<file path="config.mk">
export PLATFORM = sky130hd
export DESIGN_NAME = game_controller
export DESIGN_NICKNAME = d
export VERILOG_FILES = /design/src/rtl/game_controller.sv
export SDC_FILE = /design/constraint.sdc
export NUM_CORES = 1
export LEC_CHECK = 0
export ABC_AREA = 1
export ABC_CLOCK_PERIOD_IN_PS = 2700
export CAP_MARGIN = 20
export CORE_MARGIN = 2
export CORE_UTILIZATION = 30
export CTS_CLUSTER_SIZE = 28
export DETAILED_ROUTE_END_ITERATION = 16
export GPL_TIMING_DRIVEN = 0
export PLACE_DENSITY = 0.52
export SLEW_MARGIN = 10
export SYNTH_ARGS = -nofsm -noshare
export SYNTH_HDL_FRONTEND = slang
export SYNTH_SLANG_ARGS = --single-unit
</file>
<file path="constraint.sdc">
create_clock -name clk -period 2.7 [get_ports clk]
set_input_delay 0.405 -clock clk [delete_from_list [all_inputs] [get_ports clk]]
set_output_delay 0.405 -clock clk [all_outputs]
set_load 0.02 [all_outputs]
</file>
<file path="src/rtl/game_controller.sv">
// Game sequencer for the flappy-style game: player vertical physics,
// death detection, score keeping and the IDLE/PLAY/DYING/OVER state machine.
module game_controller #(
    parameter int START_H     = 240,
    parameter int TOP_LIMIT   = 10,
    parameter int BOT_LIMIT   = 420,
    parameter int GRAVITY     = 1,
    parameter int FLAP_VEL    = 8,
    parameter int VMAX        = 12,
    parameter int DEATH_TICKS = 60,
    parameter int SCORE_MAX   = 999
) (
    input  logic               clk,
    input  logic               reset,
    input  logic               tick,
    input  logic               start,
    input  logic               flap,
    input  logic               pipe_hit,
    input  logic               score_inc,
    output logic [8:0]         height,
    output logic signed [5:0]  velocity,
    output logic               in_game,
    output logic               is_dead,
    output logic [9:0]         score,
    output logic [1:0]         state
);

    typedef enum logic [1:0] {
        ST_IDLE  = 2'd0,
        ST_PLAY  = 2'd1,
        ST_DYING = 2'd2,
        ST_OVER  = 2'd3
    } state_t;

    localparam int CNT_W = (DEATH_TICKS > 1) ? $clog2(DEATH_TICKS) : 1;

    localparam logic [8:0]        START_H9   = 9'(START_H);
    localparam logic [8:0]        TOP_LIM9   = 9'(TOP_LIMIT);
    localparam logic [8:0]        BOT_LIM9   = 9'(BOT_LIMIT);
    localparam logic signed [6:0] GRAVITY7   = 7'(GRAVITY);
    localparam logic signed [6:0] VMAX7      = 7'(VMAX);
    localparam logic signed [5:0] VMAX6      = 6'(VMAX);
    localparam logic signed [5:0] FLAP6      = 6'(FLAP_VEL);
    localparam logic [9:0]        SCORE_MAX10 = 10'(SCORE_MAX);
    localparam logic [CNT_W-1:0]  DEATH_LAST = CNT_W'(DEATH_TICKS - 1);

    state_t                state_q;
    state_t                state_nx;
    logic [8:0]            height_q;
    logic signed [5:0]     velocity_q;
    logic [9:0]            score_q;
    logic                  flap_pending_q;
    logic [CNT_W-1:0]      death_cnt_q;

    logic                  start_game;
    logic                  death_cond;
    logic                  dying_done;
    logic signed [5:0]     vel_nx;
    logic [8:0]            height_nx;

    // Flap overrides gravity; otherwise accelerate downward up to the terminal velocity.
    function automatic logic signed [5:0] next_velocity(input logic signed [5:0] v,
                                                         input logic do_flap);
        logic signed [6:0] sum;
        if (do_flap) begin
            return -FLAP6;
        end
        sum = $signed({v[5], v}) + GRAVITY7;
        if (sum > VMAX7) begin
            return VMAX6;
        end
        return sum[5:0];
    endfunction

    // Height update in 10-bit signed, clamped to the 9-bit screen range.
    // Physics only runs while alive (height <= BOT_LIMIT), so the sum stays
    // far below the 10-bit signed ceiling.
    function automatic logic [8:0] clamp_height(input logic [8:0] h,
                                                input logic signed [5:0] v);
        logic signed [9:0] sum;
        sum = $signed({1'b0, h}) + $signed({{4{v[5]}}, v});
        if (sum < 10'sd0) begin
            return 9'd0;
        end
        if (sum > 10'sd511) begin
            return 9'd511;
        end
        return sum[8:0];
    endfunction

    assign start_game = start && ((state_q == ST_IDLE) || (state_q == ST_OVER));
    assign death_cond = (state_q == ST_PLAY) &&
                        ((height_q < TOP_LIM9) || (height_q > BOT_LIM9) || pipe_hit);
    assign dying_done = (state_q == ST_DYING) && tick && (death_cnt_q == DEATH_LAST);
    assign vel_nx     = next_velocity(velocity_q, flap_pending_q | flap);
    assign height_nx  = clamp_height(height_q, vel_nx);

    // State register.
    always_ff @(posedge clk) begin
        if (reset) begin
            state_q <= ST_IDLE;
        end else begin
            state_q <= state_nx;
        end
    end

    // Next-state decode.
    always_comb begin
        state_nx = state_q;
        case (state_q)
            ST_IDLE:  if (start)      state_nx = ST_PLAY;
            ST_PLAY:  if (death_cond) state_nx = ST_DYING;
            ST_DYING: if (dying_done) state_nx = ST_OVER;
            ST_OVER:  if (start)      state_nx = ST_PLAY;
            default:  state_nx = ST_IDLE;
        endcase
    end

    // Status flags decoded straight from the state register.
    always_comb begin
        in_game = 1'b0;
        is_dead = 1'b0;
        case (state_q)
            ST_PLAY:  in_game = 1'b1;
            ST_DYING: is_dead = 1'b1;
            ST_OVER:  is_dead = 1'b1;
            default:  ;
        endcase
    end

    // Player physics: initialise on start, step once per tick while alive in PLAY.
    always_ff @(posedge clk) begin
        if (reset) begin
            height_q       <= START_H9;
            velocity_q     <= '0;
            flap_pending_q <= 1'b0;
        end else if (start_game) begin
            height_q       <= START_H9;
            velocity_q     <= '0;
            flap_pending_q <= 1'b0;
        end else if ((state_q == ST_PLAY) && !death_cond) begin
            if (tick) begin
                velocity_q     <= vel_nx;
                height_q       <= height_nx;
                flap_pending_q <= 1'b0;
            end else if (flap) begin
                flap_pending_q <= 1'b1;
            end
        end
    end

    // Score: counts passed pipes in PLAY; a death on the same cycle drops the increment.
    always_ff @(posedge clk) begin
        if (reset) begin
            score_q <= '0;
        end else if (start_game) begin
            score_q <= '0;
        end else if ((state_q == ST_PLAY) && !death_cond && score_inc) begin
            if (score_q < SCORE_MAX10) begin
                score_q <= score_q + 10'd1;
            end
        end
    end

    // Death animation timer: cleared on the fatal cycle, advanced by ticks in DYING.
    always_ff @(posedge clk) begin
        if (reset) begin
            death_cnt_q <= '0;
        end else if (death_cond) begin
            death_cnt_q <= '0;
        end else if ((state_q == ST_DYING) && tick) begin
            death_cnt_q <= death_cnt_q + 1'b1;
        end
    end

    assign height   = height_q;
    assign velocity = velocity_q;
    assign score    = score_q;
    assign state    = state_q;

endmodule

</file>
==> impl_metrics.ini, run 1 <==
[critical_path]
r2r-end = height[8]$_SDFFE_PP0P_
path_buf_inv = 1
reg2reg_from = velocity[1]$_SDFFE_PP0P_
slowest_stage = dfxtp_4
cp_max_fo = 9
critPathCaptureType = flip-flop
path_delay_family = simple AND/OR/NAND/NOR gates
reg2reg_depth = 15
crit_chain = ha_4, nand2_2, nor2_1, nor2_2, buf_4, nand2_1, nand2_1, ha_1, a21oi_1, nand2_1, a21oi_2, nand3_2, nand2_4, nand3_1, nand2_1
cp.required_ps = 2930
crit_type = flip-flop to flip-flop
cpMostUsedCell = nand2_1
start_kind = flip-flop
slowest_delay_ps = 390
worst-endpoint-arrival_ps = 2750
ff2ff_setup_slack_ps = 180

[global_routing]
grt.total_usage_pct = 14.5
grt_pass1_wl_um = 10500
grt_overflow = 0
grt_max_degree = 11
grt_pass1_vias = 2243
antenna_found_initial = 0

[cells_and_area]
syn_to_final_growth_pct = 27.6
layout.core_utilization_pct = 39.2
final_layout_size_suffix_gt1_share_pct = 12.9
stdcell_count = 538
diodes = 0
layout.nets = 458

[timing]
setup_violations = 0
hold_viol = 0
finalCriticalPeriod_ps = 2520
drv_slew = 0
finalCritPeriodShare_pct = 93.5
clock.fmax_mhz = 396
max_slew_margin_pct = 62.9
timing.final.ws_setup_ps = 176
holdWs_ps = 483
worst_slew_pin_slew_ps = 557
finalClockSkew_ps = 4.93
setup_tns_ps = 0

[hold_path]
min_from = velocity[3]$_SDFFE_PP0P_
whs_path_depth = 2
holdPathEnd = velocity[3]$_SDFFE_PP0P_
hold_path_class = flip-flop to flip-flop

[synth]
synth_top_area_share_pct = 27.3
synth.most_common_cell = nand2_1
ys.flop_type = dfxtp_1
syn_area_um2 = 2500
netlist_top_cells_area = dfxtp_1 (27%), nand2_1 (18%), ha_1 (8.5%)
ys_ff_latch = 34
synth_nets = 408
async_reset_ff_share_pct = 0
yosys_warnings = 0
synth_cell_types = 32
netlist_instances = 383
synth_area_leader_cell = dfxtp_1
synth_area_per_cell_um2 = 6.52
yosys-top-cells-count = nand2_1 (118), inv_1 (51), nor2_1 (35)
ys_seq_area_share_pct = 27.3
synth-edff-count = 0

[floorplan]
die_x_um = 95.2
initial_core_util_pct = 30.7
die_area_um2 = 9070
io_pins = 36
die_y_um = 95.2
fp-row-count = 33
core_um2 = 8130

[route]
wire_per_inst_um = 11.8
dr.pass1.iters = 4
avgViaCountPerCell = 4.58
postRouteAntennaNets = 0
wirelength_um = 6370
post-route-drc-count = 0
via_count = 2464
drt_iter0_drc = 71

[power]
sw_frac_of_total_pct = 40.4
p_seq_share_pct = 35.5
combPwrFrac_pct = 41.9
power_switching_mw = 0.656
internal_power_mw = 0.967
ir_worst_vdd_uv = 186
p_per_area_nw_per_um2 = 509
p_leak_nw = 1.38
clkPwrFrac_pct = 22.6

[clocking]
insertion_delay_ps = 280
ctsRootBufferMaster = clkbuf_8
cts_sinks = 34
h-tree-depth = 2
hold_buffers = 0
cts_made_buffers = 5
cts_buffer_depth = 2
cts_tree = yes
clk_transition_reported_paths_ps = 70

[placement]
place_inst = 523
place_ws_ps = -325
place_congestion = 0.798
detailedPlacementHpwl_um = 4740
io_buffers = 35

[job]
drv_cap = 0

[status]
status = finished, final reports clean
==> timing repair <==
| item | 4_1_cts | 5_1_grt |
|---|---|---|
| gates cloned | 0 | 0 |
| gates resized for setup | 7 | 15 |
| pin swaps | 2 | 4 |
| endpoints found under the setup margin | 9 | 9 |
| setup buffers | 2 | 6 |
==> sequential cells by signal, summed over array words and instances, names as in the netlist <==
signal and cells:
flap_pending_q 1, height 9, velocity 6, score 10
state 2, death_cnt_q 6
==> metal layers <==
metal / GRT usage [%] / vias up / wire length (µm)
met1: 19.6 / 1094 / 3170
li1: - / 1329 / -
met4: 3.62 / 0 / 43
met2: 23.7 / 37 / 2940
met3: 2.61 / 4 / 216
met5: 0 / - / 0
==> worst max path at each step <==
stage | start | end | slack (ps) | cells after the start
floorplan | velocity[0]$_SDFFE_PP0P_ | height[8]$_SDFFE_PP0P_ | 40 | 19
global placement | flap | height[8]$_SDFFE_PP0P_ | -300 | 14
detailed placement | flap | height[8]$_SDFFE_PP0P_ | -320 | 14
CTS | velocity[0]$_SDFFE_PP0P_ | height[8]$_SDFFE_PP0P_ | 40 | 18
global route | velocity[1]$_SDFFE_PP0P_ | height[5]$_SDFFE_PP1P_ | -8 | 18
finish | velocity[1]$_SDFFE_PP0P_ | height[8]$_SDFFE_PP0P_ | 180 | 15
==> layout by cell type, fill, tap and decap left out, types with 4 or more instances in the layout <==
cell,count
nor2_2,4
nor2_4,4
nand2_1,115
nand4_1,18
dfxtp_1,30
clkdlybuf4s50_1,35
o21ai_1,6
clkbuf_1,5
nand3_1,26
buf_4,8
xor2_1,5
nand2_2,4
nand3b_1,7
clkbuf_8,5
inv_1,51
nor2_1,34
a21oi_2,4
xnor2_1,5
ha_1,14
a21oi_1,22
==> through the flow <==
step / area (µm²) / power (mW)
finish: 3190 / 1.62
global route: 3190 / 1.74
CTS: 3080 / 1.62
detailed placement: 2980 / 1.25
global placement: 2980 / 1.24
floorplan: 2500 / 1.04
==> area by class of cell <==
| cell class | instances | area [µm²] |
|---|---|---|
| fillers | 892 | 4950 |
| multi-input cells | 288 | 1620 |
| flip-flops and latches | 34 | 691 |
| repair buffers | 43 | 410 |
| inverters | 54 | 203 |
| well taps | 105 | 131 |
| clock buffers | 7 | 76.3 |
| plain buffers | 7 | 50.0 |
==> logic make-up (layout without fill, tap and decap cells) <==
| group | Yosys count | after routing | synth area share [%] |
|---|---|---|---|
| and+or+nand+nor | 223 | 223 | 41.5 |
| buffers and inverters | 61 | 111 | 9.97 |
| AOI/OAI and AO/OA | 37 | 37 | 8.47 |
| DFF | 34 | 34 | 27.3 |
| adders and majority gates | 18 | 18 | 9.32 |
| xor gates and xnor gates | 10 | 10 | 3.51 |
==> worst min-delay path, cell delays in order (launching register included) <==
cell and delay, ps:
dfxtp_2 350, nand2_1 60, nand2_1 40
==> power by group through the flow <==
stage / registers, mW / clock network (mW) / logic [mW]
2_1_floorplan: 0.610 / 0 / 0.428
3_3_place_gp: 0.589 / 0 / 0.654
3_5_place_dp: 0.589 / 0 / 0.660
4_1_cts: 0.578 / 0.376 / 0.668
5_1_grt: 0.583 / 0.396 / 0.759
6_report: 0.576 / 0.367 / 0.680
Power figures use the tool's default switching activity.
==> inputs of run 2 (changes only) <==
--- a/config.mk
+++ b/config.mk
@@ -10,6 +10,7 @@
 export CAP_MARGIN = 20
 export CORE_MARGIN = 2
 export CORE_UTILIZATION = 30
+export CTS_CLUSTER_DIAMETER = 60
 export CTS_CLUSTER_SIZE = 28
 export DETAILED_ROUTE_END_ITERATION = 16
 export GPL_TIMING_DRIVEN = 0
==> results of run 2 <==
No change in the layout: final DEF, timing and power equal those of run 1.
==> inputs of run 3 (changes only) <==
--- a/config.mk
+++ b/config.mk
@@ -8,7 +8,7 @@
 export ABC_AREA = 1
 export ABC_CLOCK_PERIOD_IN_PS = 2700
 export CAP_MARGIN = 20
-export CORE_MARGIN = 2
+export CORE_MARGIN = 10
 export CORE_UTILIZATION = 30
 export CTS_CLUSTER_DIAMETER = 60
 export CTS_CLUSTER_SIZE = 28
==> run 3 against run 2 <==
  * Critical path depth shrank 1
  * Critical endpoint is now height[2]$_SDFFE_PP0P_
  * Clock power grew 11%
  * First-iteration DRC count grew 79%
  * Count of clock-buffer cells in the layout is the same
  * Cell area is essentially flat
  * Cell count shrank 0.74%
  * Global-route usage shrank 3.6 points
  * Sequential power is essentially flat
  * Hold slack is essentially flat
  * Setup slack lost 0.57 ps
  * Die area grew 36%
==> impl_metrics.ini, run 3 (same netlist as run 1, synthesis figures left out) <==
[clocking]
ctsRootBufferMaster = clkbuf_8
cts_tree = yes
hold_buffers = 0
insertion_delay_ps = 290
cts_made_buffers = 5
clk_transition_reported_paths_ps = 70
cts_buffer_depth = 2
h-tree-depth = 2
cts_sinks = 34

[floorplan]
die_y_um = 111
fp-row-count = 33
initial_core_util_pct = 30.5
io_pins = 36
die_area_um2 = 12400
core_um2 = 8180
die_x_um = 111

[cells_and_area]
final_layout_size_suffix_gt1_share_pct = 13.3
largest_reg_flops = 10
layout.core_utilization_pct = 38.9
diodes = 0
final_common_cell = nand2_1
syn_to_final_growth_pct = 27.5
final_cell_mix = nand2_1 (114), inv_1 (49), clkdlybuf4s50_1 (35), nor2_1 (34), dfxtp_1 (31)
nFillCells = 874
layout.nets = 453

[global_routing]
grt_pass1_vias = 2486
antenna_found_initial = 0
grt_overflow = 0
grt_max_degree = 11
grt.total_usage_pct = 10.9
grt_pass1_wl_um = 11700

[status]
status = finished, final reports clean

[timing]
setup_violations = 0
finalCriticalPeriod_ps = 2520
hold_viol = 0
max_slew_margin_pct = 62.8
clock.fmax_mhz = 396
finalCritPeriodShare_pct = 93.5
finalClockSkew_ps = 5.07
drv_slew = 0
setup_tns_ps = 0
grt_setup_unrepaired = true
worst_slew_pin_slew_ps = 558

[critical_path]
critPathCaptureType = flip-flop
cp.required_ps = 2940
crit_type = input port to flip-flop
crit_chain = clkdlybuf4s50_1, nor2_4, inv_1, a21oi_4, inv_2, ha_1, nand2_1, nor2_2, nand3_1, nand3b_1, nand2_2, nand2_4, nand3_1, nand2_1
ff2ff_setup_slack_ps = 200
slowest_stage = clkdlybuf4s50_1
start_kind = input port
slowest_delay_ps = 470
worst-endpoint-arrival_ps = 2760
cp_max_fo = 9

[placement]
io_buffers = 35
place_congestion = 0.819
detailedPlacementHpwl_um = 5130

[route]
dr.pass1.iters = 4
wire_per_inst_um = 12.7
avgViaCountPerCell = 4.69
drt_iter0_drc = 127
postRouteAntennaNets = 0
post-route-drc-count = 0
wirelength_um = 6790
via_count = 2502

[power]
ir_worst_vdd_uv = 179
p_leak_nw = 1.36
p_per_area_nw_per_um2 = 525

[job]
drv_cap = 0

[hold_path]
hold_path_class = flip-flop to flip-flop
## run 3: cell count changes in the layout (fill, tap and decap cells not counted), moves of 2 or more
cell,delta
ha_1,-2
inv_1,-2
inv_2,+2
buf_4,-5
## run 3: per-stage QoR
stage	std cells	area (µm²)	setup WS [ps]	hold WS, ps	power (mW)
after floorplan	383	2500	44.8	437	1.04
after global placement	523	2980	-320	452	1.25
after detailed placement	523	2980	-328	484	1.25
after CTS	531	3090	19.3	496	1.67
after global routing	534	3180	-27.3	507	1.80
final	534	3180	175	482	1.67
## run 3: path summary, 6_finish.rpt
path,from,endpoint,cells past startpoint
hold reg to reg,velocity[3]$_SDFFE_PP0P_,velocity[3]$_SDFFE_PP0P_,2
setup reg to reg,velocity[1]$_SDFFE_PP0P_,height[8]$_SDFFE_PP0P_,20
hold / removal,velocity[3]$_SDFFE_PP0P_,velocity[3]$_SDFFE_PP0P_,2
setup / recovery,flap,height[2]$_SDFFE_PP0P_,14
## run 3: where the power goes
| group | internal, mW | switching (mW) | leakage, nW | total (mW) |
|---|---|---|---|---|
| Combinational | 0.262 | 0.426 | 1.04 | 0.688 |
| Sequential | 0.531 | 0.0446 | 0.277 | 0.576 |
| Clock | 0.206 | 0.203 | 0.0482 | 0.409 |
| Total | 0.999 | 0.673 | 1.36 | 1.67 |
## run 3: what timing repair did
action	CTS	global route
endpoints found under the hold margin	0	0
endpoints found under the setup margin	9	9
setup buffers	0	3
pin swaps	1	4
resized for setup	8	18
## run 3: critical path, delay by kind of cell
| kind | cells | cell delay (ps) |
|---|---|---|
| buffers and inverters | 3 | 720 |
| AOI/OAI and AO/OA | 1 | 190 |
| and+or+nand+nor | 9 | 1070 |
| adders and majority gates | 1 | 360 |
## run 3: per-layer routing
metal	routed length (µm)	track usage [%]	vias to the layer above
met5	0	0	-
met1	3230	13.4	1131
met3	314	2.87	9
li1	-	-	1320
met4	88	3.34	0
met2	3160	18.2	42
## run 3: area by class of cell
| cell class | count | area (µm²) | area share, % |
|---|---|---|---|
| buffer | 7 | 50.0 | 1.57 |
| inverter | 54 | 203 | 6.37 |
| clock buffer | 7 | 86.3 | 2.71 |
| timing repair buffer | 38 | 373 | 11.7 |
| multi-input combinational | 288 | 1650 | 51.7 |
| clock inverter | 1 | 5.00 | 0.157 |
| sequential | 34 | 689 | 21.7 |
| tap | 105 | 131 | 4.13 |
